===== config.mk =====
export PLATFORM = sky130hd
export DESIGN_NAME = seq_alu
export DESIGN_NICKNAME = d
export VERILOG_FILES = /design/src/rtl/seq_alu.sv
export SDC_FILE = /design/constraint.sdc
export NUM_CORES = 1
export LEC_CHECK = 0
export BUFFER_PORTS_ARGS = -buffer_cell sky130_fd_sc_hd__buf_4
export CAP_MARGIN = 20
export CORE_ASPECT_RATIO = 1.75
export CORE_UTILIZATION = 40
export DETAILED_ROUTE_END_ITERATION = 8
export PLACE_DENSITY = 0.64
export SETUP_SLACK_MARGIN = 0.15
export SLEW_MARGIN = 20
export SYNTH_ARGS = -nofsm -noshare
export SYNTH_HDL_FRONTEND = slang
export SYNTH_SLANG_ARGS = --single-unit

===== constraint.sdc =====
create_clock -name clk -period 6.7 [get_ports clk]
set_input_delay 0.335 -clock clk [delete_from_list [all_inputs] [get_ports clk]]
set_output_delay 0.335 -clock clk [all_outputs]
set_load 0.005 [all_outputs]

===== src/rtl/seq_alu.sv =====
// ---------------------------------------------------------------------------
// seq_alu : registered WIDTH-bit ALU with valid/ready handshakes on both
// sides, status flags, shifts and an optional iterative shift-add multiplier.
//
// Build option:
//   SEQ_ALU_MUL_EN  defined   -> opcode 12 is a multi-cycle a*b (EXEC state)
//                   undefined -> opcode 12 behaves like 13..15 (result 0)
//
// Ports:
//   clk        rising-edge clock
//   rst        synchronous active-high reset
//   in_valid   operands/opcode present
//   in_ready   block can accept (transfer on in_valid & in_ready)
//   a, b       WIDTH-bit operands (b is also the shift amount)
//   sel        4-bit opcode
//   out_valid  result and flags valid
//   out_ready  consumer accepts (transfer on out_valid & out_ready)
//   result     registered result
//   carry, zero, negative, overflow  registered flags
// ---------------------------------------------------------------------------
module seq_alu #(
    parameter int WIDTH = 8
) (
    input  logic             clk,
    input  logic             rst,
    input  logic             in_valid,
    output logic             in_ready,
    input  logic [WIDTH-1:0] a,
    input  logic [WIDTH-1:0] b,
    input  logic [3:0]       sel,
    output logic             out_valid,
    input  logic             out_ready,
    output logic [WIDTH-1:0] result,
    output logic             carry,
    output logic             zero,
    output logic             negative,
    output logic             overflow
);

    localparam int SH_W = $clog2(WIDTH);
    localparam int MSB  = WIDTH - 1;

    localparam logic [3:0] OP_AND  = 4'd0;
    localparam logic [3:0] OP_OR   = 4'd1;
    localparam logic [3:0] OP_XOR  = 4'd2;
    localparam logic [3:0] OP_NOTA = 4'd3;
    localparam logic [3:0] OP_NOTB = 4'd4;
    localparam logic [3:0] OP_ADD  = 4'd5;
    localparam logic [3:0] OP_SUB  = 4'd6;
    localparam logic [3:0] OP_PASA = 4'd7;
    localparam logic [3:0] OP_PASB = 4'd8;
    localparam logic [3:0] OP_SHL  = 4'd9;
    localparam logic [3:0] OP_SHR  = 4'd10;
    localparam logic [3:0] OP_SRA  = 4'd11;

`ifdef SEQ_ALU_MUL_EN
    localparam logic [3:0] OP_MUL  = 4'd12;

    typedef enum logic [1:0] {
        IDLE = 2'd0,
        DONE = 2'd1,
        EXEC = 2'd2
    } state_t;
`else
    typedef enum logic [1:0] {
        IDLE = 2'd0,
        DONE = 2'd1
    } state_t;
`endif

    state_t state_reg;

    // ---------------------------------------------------------------------
    // Single-cycle datapath (combinational from the live inputs; its outputs
    // are only registered on an accepting edge)
    // ---------------------------------------------------------------------
    logic [WIDTH:0]    sum_ext;
    logic [WIDTH:0]    dif_ext;
    logic [SH_W-1:0]   shamt;
    logic              shift_big;
    logic [WIDTH-1:0]  sra_val;
    logic [WIDTH-1:0]  alu_res;
    logic              alu_carry;
    logic              alu_ovf;

    always_comb begin
        sum_ext   = {1'b0, a} + {1'b0, b};
        dif_ext   = {1'b0, a} - {1'b0, b};
        shamt     = b[SH_W-1:0];
        // WIDTH is a power of two, so b >= WIDTH exactly when any bit above
        // the in-range shift amount is set.
        shift_big = |b[WIDTH-1:SH_W];
        // Kept in its own statement so the shift stays signed (a ternary with
        // an unsigned arm would turn >>> into a logical shift).
        sra_val   = $signed(a) >>> shamt;

        alu_res   = '0;
        alu_carry = 1'b0;
        alu_ovf   = 1'b0;
        case (sel)
            OP_AND:  alu_res = a & b;
            OP_OR:   alu_res = a | b;
            OP_XOR:  alu_res = a ^ b;
            OP_NOTA: alu_res = ~a;
            OP_NOTB: alu_res = ~b;
            OP_ADD: begin
                alu_res   = sum_ext[WIDTH-1:0];
                alu_carry = sum_ext[WIDTH];
                alu_ovf   = (a[MSB] == b[MSB]) && (sum_ext[MSB] != a[MSB]);
            end
            OP_SUB: begin
                // Bit WIDTH of the extended difference is the borrow (a < b).
                alu_res   = dif_ext[WIDTH-1:0];
                alu_carry = dif_ext[WIDTH];
                alu_ovf   = (a[MSB] != b[MSB]) && (dif_ext[MSB] != a[MSB]);
            end
            OP_PASA: alu_res = a;
            OP_PASB: alu_res = b;
            OP_SHL:  alu_res = shift_big ? '0 : (a << shamt);
            OP_SHR:  alu_res = shift_big ? '0 : (a >> shamt);
            OP_SRA:  alu_res = shift_big ? {WIDTH{a[MSB]}} : sra_val;
            default: alu_res = '0;
        endcase
    end

`ifdef SEQ_ALU_MUL_EN
    // ---------------------------------------------------------------------
    // Shift-add multiplier. prod_reg = {high half, multiplier/low half}.
    // Count 0 is the load cycle; counts 1..WIDTH are the add-shift steps.
    // ---------------------------------------------------------------------
    localparam int                CNT_W    = $clog2(WIDTH + 1);
    localparam logic [CNT_W-1:0]  CNT_LAST = CNT_W'(WIDTH);

    logic [CNT_W-1:0]   cnt_reg;
    logic [2*WIDTH-1:0] prod_reg;
    logic [WIDTH-1:0]   mcand_reg;
    logic [WIDTH-1:0]   mplier_reg;
    logic [WIDTH:0]     psum;
    logic [2*WIDTH-1:0] prod_step;

    always_comb begin
        psum      = {1'b0, prod_reg[2*WIDTH-1:WIDTH]}
                  + (prod_reg[0] ? {1'b0, mcand_reg} : '0);
        // {psum, low half} shifted right by one, dropping the consumed bit.
        prod_step = {psum, prod_reg[WIDTH-1:1]};
    end
`endif

    // ---------------------------------------------------------------------
    // Handshake
    // ---------------------------------------------------------------------
    logic accept;

    always_comb begin
        in_ready = 1'b0;
        if (!rst) begin
            case (state_reg)
                IDLE:    in_ready = 1'b1;
                DONE:    in_ready = out_ready;
                default: in_ready = 1'b0;
            endcase
        end
    end

    assign accept = in_valid & in_ready;

    // ---------------------------------------------------------------------
    // FSM with registered outputs
    // ---------------------------------------------------------------------
    always_ff @(posedge clk) begin
        if (rst) begin
            state_reg  <= IDLE;
            out_valid  <= 1'b0;
            result     <= '0;
            carry      <= 1'b0;
            zero       <= 1'b0;
            negative   <= 1'b0;
            overflow   <= 1'b0;
`ifdef SEQ_ALU_MUL_EN
            cnt_reg    <= '0;
            prod_reg   <= '0;
            mcand_reg  <= '0;
            mplier_reg <= '0;
`endif
        end else begin
`ifdef SEQ_ALU_MUL_EN
            if (state_reg == EXEC) begin
                if (cnt_reg == '0) begin
                    prod_reg <= {{WIDTH{1'b0}}, mplier_reg};
                    cnt_reg  <= cnt_reg + CNT_W'(1);
                end else begin
                    prod_reg <= prod_step;
                    if (cnt_reg == CNT_LAST) begin
                        state_reg <= DONE;
                        out_valid <= 1'b1;
                        result    <= prod_step[WIDTH-1:0];
                        carry     <= |prod_step[2*WIDTH-1:WIDTH];
                        overflow  <= |prod_step[2*WIDTH-1:WIDTH];
                        zero      <= (prod_step[WIDTH-1:0] == '0);
                        negative  <= prod_step[MSB];
                        cnt_reg   <= '0;
                    end else begin
                        cnt_reg   <= cnt_reg + CNT_W'(1);
                    end
                end
            end else
`endif
            if (accept) begin
`ifdef SEQ_ALU_MUL_EN
                if (sel == OP_MUL) begin
                    state_reg  <= EXEC;
                    out_valid  <= 1'b0;
                    mcand_reg  <= a;
                    mplier_reg <= b;
                    cnt_reg    <= '0;
                end else
`endif
                begin
                    state_reg <= DONE;
                    out_valid <= 1'b1;
                    result    <= alu_res;
                    carry     <= alu_carry;
                    zero      <= (alu_res == '0);
                    negative  <= alu_res[MSB];
                    overflow  <= alu_ovf;
                end
            end else if ((state_reg == DONE) && out_ready) begin
                // Output drained with nothing new behind it.
                state_reg <= IDLE;
                out_valid <= 1'b0;
            end
        end
    end

endmodule

==> PnR_summary.wiki <==
{| class="wikitable"
! Metric !! Value
|-
| Share of the clock period used by the worst path after layout || 44.6%
|-
| Per-instance average area after synthesis || 7.73 sq um
|-
| Aggregate negative setup slack || 0 ns
|-
| Antenna violations before repair || 0
|-
| Number of input and output port buffers inserted || 37
|-
| Starting density of the core || 42.1%
|-
| TritonCTS clock tree || yes
|-
| Type of the worst setup path || input port to flip-flop
|-
| Per-cell routed wire length || between 15 and 20 um
|-
| Register area share after synthesis || 9.08%
|-
| Clock root buffer || sky130_fd_sc_hd__clkbuf_8
|-
| Post-placement cell count || 433
|-
| Die height || 110 um
|-
| Number of standard cells after synthesis || 342
|-
| Post-Synth Adder-Cell Area || a little over an eighth
|-
| Pin count of the biggest net entering global routing || 37
|-
| Total number of vias || 2728
|-
| Vias in the first global route || 2533
|-
| Number of clock buffers inserted by TritonCTS || 3
|-
| First-pass GRT wire length || 12700 um
|-
| Result of the run || finished, final reports clean
|-
| Post-detailed-placement half-perimeter wirelength || 6260 um
|-
| Slew Viols, Final || 0
|-
| Crit. End Element || flip-flop
|-
| Worst hold-check path type || input port to flip-flop
|-
| Depth of the worst register-to-register path || 7
|-
| First-pass DRT Iterations || 5
|-
| Number of setup violations in the final report || 0
|-
| Leakage component of the power || 1.24 nW
|-
| Worst max-slew margin expressed relative to the limit || roughly 45%
|-
| Fraction of synthesized cell area in xor and xnor cells || 4.30%
|-
| Final Hold Vio Count || 0
|-
| Required @ worst endpoint || 6.84 ns
|-
| Cts-stage hold buffer count || 0
|-
| Mux share of post-synthesis cell area || around 15%
|-
| Capturing point of the worst reg2reg path || zero$_SDFFE_PP0P_
|-
| FFs w/ async S/R, synth || 0%
|-
| Most frequent standard cell in the layout excluding fill and tap cells || sky130_fd_sc_hd__buf_4
|-
| Most flop-heavy register || result
|-
| Maximum capacitance violations || 0
|-
| Core footprint || 0.00628 sq mm
|-
| Post-layout min period || ~3.0 ns
|-
| Multi-input combinational cell area || 0.00216 sq mm
|-
| Main combinational cell family by area after synthesis || compound AO/OA/AOI/OAI gates
|-
| Area enclosed by the die boundary || 0.00695 sq mm
|-
| Critical path startpoint category || input port
|-
| Achievable Freq || 0.334 GHz
|-
| Data arrival time of the critical path || 3.13 ns
|-
| Distinct cell type count after synthesis || between 60 and 70
|-
| Quantity of gates resized following cts || 0
|-
| Global-route congestion overflow total || 0
|-
| Antenna Violating Nets Remaining || 0
|-
| Non-filler cells, final || 437
|-
| Drt first-iter violations || 186
|-
| Count of flip-flops with a built-in enable after synthesis || 0
|-
| Final-layout fill cell count || 654
|-
| Compound-Gate Fraction of Synth Area || 26.1%
|-
| Worst hold path endpoint || state_reg[0]$_SDFFE_PP0P_
|-
| Commonest cells after routing, fill and taps aside || sky130_fd_sc_hd__buf_4 (38), sky130_fd_sc_hd__inv_1 (30), sky130_fd_sc_hd__ha_1 (25), sky130_fd_sc_hd__nand2_1 (21)
|-
| FP Rows || 38
|-
| Startpoint of the worst hold path || rst
|-
| Warnings, synthesis || 0
|-
| Final net count || 409
|-
| Internal reg-to-reg setup slack || 4.37 ns
|-
| GRT Resource Usage Total || about a quarter
|-
| Io pins || 38
|-
| Number of cells on the worst hold path || 2
|-
| Routability cong. || 0.939
|-
| Net count after synthesis || 393
|-
| Predominant post-synthesis flop cell || sky130_fd_sc_hd__dfxtp_1
|-
| Area growth, synth to finish || 11.9%
|-
| Synthesized cell area || 0.00265 sq mm
|-
| Chip Width || 63.5 um
|-
| Clock-pin transition on the worst setup and hold timing paths || around 0.05 ns
|-
| Simple-Gate Fraction of Synth Area || 22.3%
|-
| Via-to-Cell Ratio || 6.24
|-
| RSZ-0062 raised after global routing || no
|-
| FF+latch count, synth || 12
|-
| Residual DRC || 0
|-
| Number of buffers between clock root and the deepest sink || 2
|-
| Sinks on the clock net || 12
|-
| Actual transition at the worst max-transition pin || approximately 0.8 ns
|-
| Worst ir drop on vdd || 0.0485 mV
|-
| Count of H-tree levels built during CTS || 1
|-
| Reg2reg start || state_reg[0]$_SDFFE_PP0P_
|-
| Clock skew after layout || 0.00365 ns
|-
| Number of flip-flops under the largest register name || 8
|-
| Clock insertion delay at the later pin of the skew report || 0.24 ns
|-
| Power density relative to cell area || between 100 and 150 mW/mm^2
|-
| Fraction of final layout cells with drive strength greater than 1 || 18.8%
|-
| Total inserted antenna cells || 0
|-
| Post-CTS Setup Inserts || 0
|-
| Crit path max fanout || 12
|-
| Wirelength, routed || 8070 um
|-
| Register cell area after layout || approximately 240 sq um
|}
worst max path at each step:
stage	from	to	slack (ns)	cells past startpoint
6_report	b[2]	zero$_SDFFE_PP0P_	3.71	10
4_1_cts	b[2]	zero$_SDFFE_PP0P_	3.76	10
5_1_grt	b[2]	zero$_SDFFE_PP0P_	3.54	10
2_1_floorplan	b[2]	zero$_SDFFE_PP0P_	3.95	11
3_3_place_gp	b[2]	zero$_SDFFE_PP0P_	3.57	10
3_5_place_dp	b[2]	zero$_SDFFE_PP0P_	3.54	10
layer usage:
metal	global-route usage, %	routed length [um]	part of all wire [%]
met4	18.3	663	8.2
met5	0	0	0
met3	1.04	427	5.3
met2	42.5	3980	49
met1	25.8	3000	37
cells in the mapped netlist, types with 4 or more instances:
cell	instances	area [sq um]
sky130_fd_sc_hd__o21ai_0	20	100
sky130_fd_sc_hd__xor2_1	4	35.0
sky130_fd_sc_hd__inv_1	30	113
sky130_fd_sc_hd__a31oi_1	4	25.0
sky130_fd_sc_hd__mux2_2	6	67.6
sky130_fd_sc_hd__clkbuf_1	10	37.5
sky130_fd_sc_hd__nand3_1	16	80.1
sky130_fd_sc_hd__ha_1	25	313
sky130_fd_sc_hd__nor2_1	20	75.1
sky130_fd_sc_hd__mux4_2	9	203
sky130_fd_sc_hd__nor3_1	10	50.1
sky130_fd_sc_hd__mux2i_1	6	60.1
sky130_fd_sc_hd__a211oi_1	7	52.6
sky130_fd_sc_hd__and2_1	4	25.0
sky130_fd_sc_hd__buf_2	15	75.1
sky130_fd_sc_hd__a21oi_1	19	95.1
sky130_fd_sc_hd__dfxtp_1	12	240
sky130_fd_sc_hd__or3_1	5	31.3
sky130_fd_sc_hd__o31ai_1	4	30.0
sky130_fd_sc_hd__nand4_1	5	31.3
sky130_fd_sc_hd__xnor2_1	9	78.8
sky130_fd_sc_hd__nand2_1	21	78.8
sky130_fd_sc_hd__nor2b_1	10	62.6
sky130_fd_sc_hd__o211ai_1	9	67.6
critical path, stage by stage:
cell and delay [ns]:
sky130_fd_sc_hd__buf_4 0.17, sky130_fd_sc_hd__inv_1 0.17, sky130_fd_sc_hd__ha_1 0.48, sky130_fd_sc_hd__inv_1 0.14, sky130_fd_sc_hd__a311oi_1 0.53, sky130_fd_sc_hd__xor2_1 0.12
sky130_fd_sc_hd__a2bb2oi_1 0.21, sky130_fd_sc_hd__nand4_1 0.17, sky130_fd_sc_hd__or4_1 0.58, sky130_fd_sc_hd__o41ai_2 0.22
cell families (layout without fill, tap and decap cells):
group,after synthesis,in the layout
xor gates and xnor gates,13,13
buffers and inverters,58,73
muxes,24,24
adders and majority gates,27,27
AOI/OAI and AO/OA,99,99
DFF,12,12
and+or+nand+nor,109,109
through the flow:
stage,hold slack (ns),util [%],instance area (sq um),power [mW],setup slack (ns)
finish,0.319,47.2,2960,0.340,3.71
global route,0.331,47.2,2960,0.362,3.54
CTS,0.319,47.1,2950,0.339,3.76
detailed placement,0.455,46.2,2900,0.260,3.54
global placement,0.448,46.2,2900,0.259,3.57
floorplan,0.407,-,2650,0.205,3.95
power breakdown:
part           internal, mW  switching, mW
combinational        0.0802          0.103
clock                0.0518         0.0257
sequential           0.0767        0.00242
layout make-up:
type | count | share of cell area (%)
Multi-Input combinational cell | 272 | 73.1
Timing Repair Buffer | 38 | 9.64
Sequential cell | 12 | 8.11
Inverter | 31 | 3.93
Tap cell | 80 | 3.38
Clock buffer | 4 | 1.86
Power figures use the tool's default switching activity.
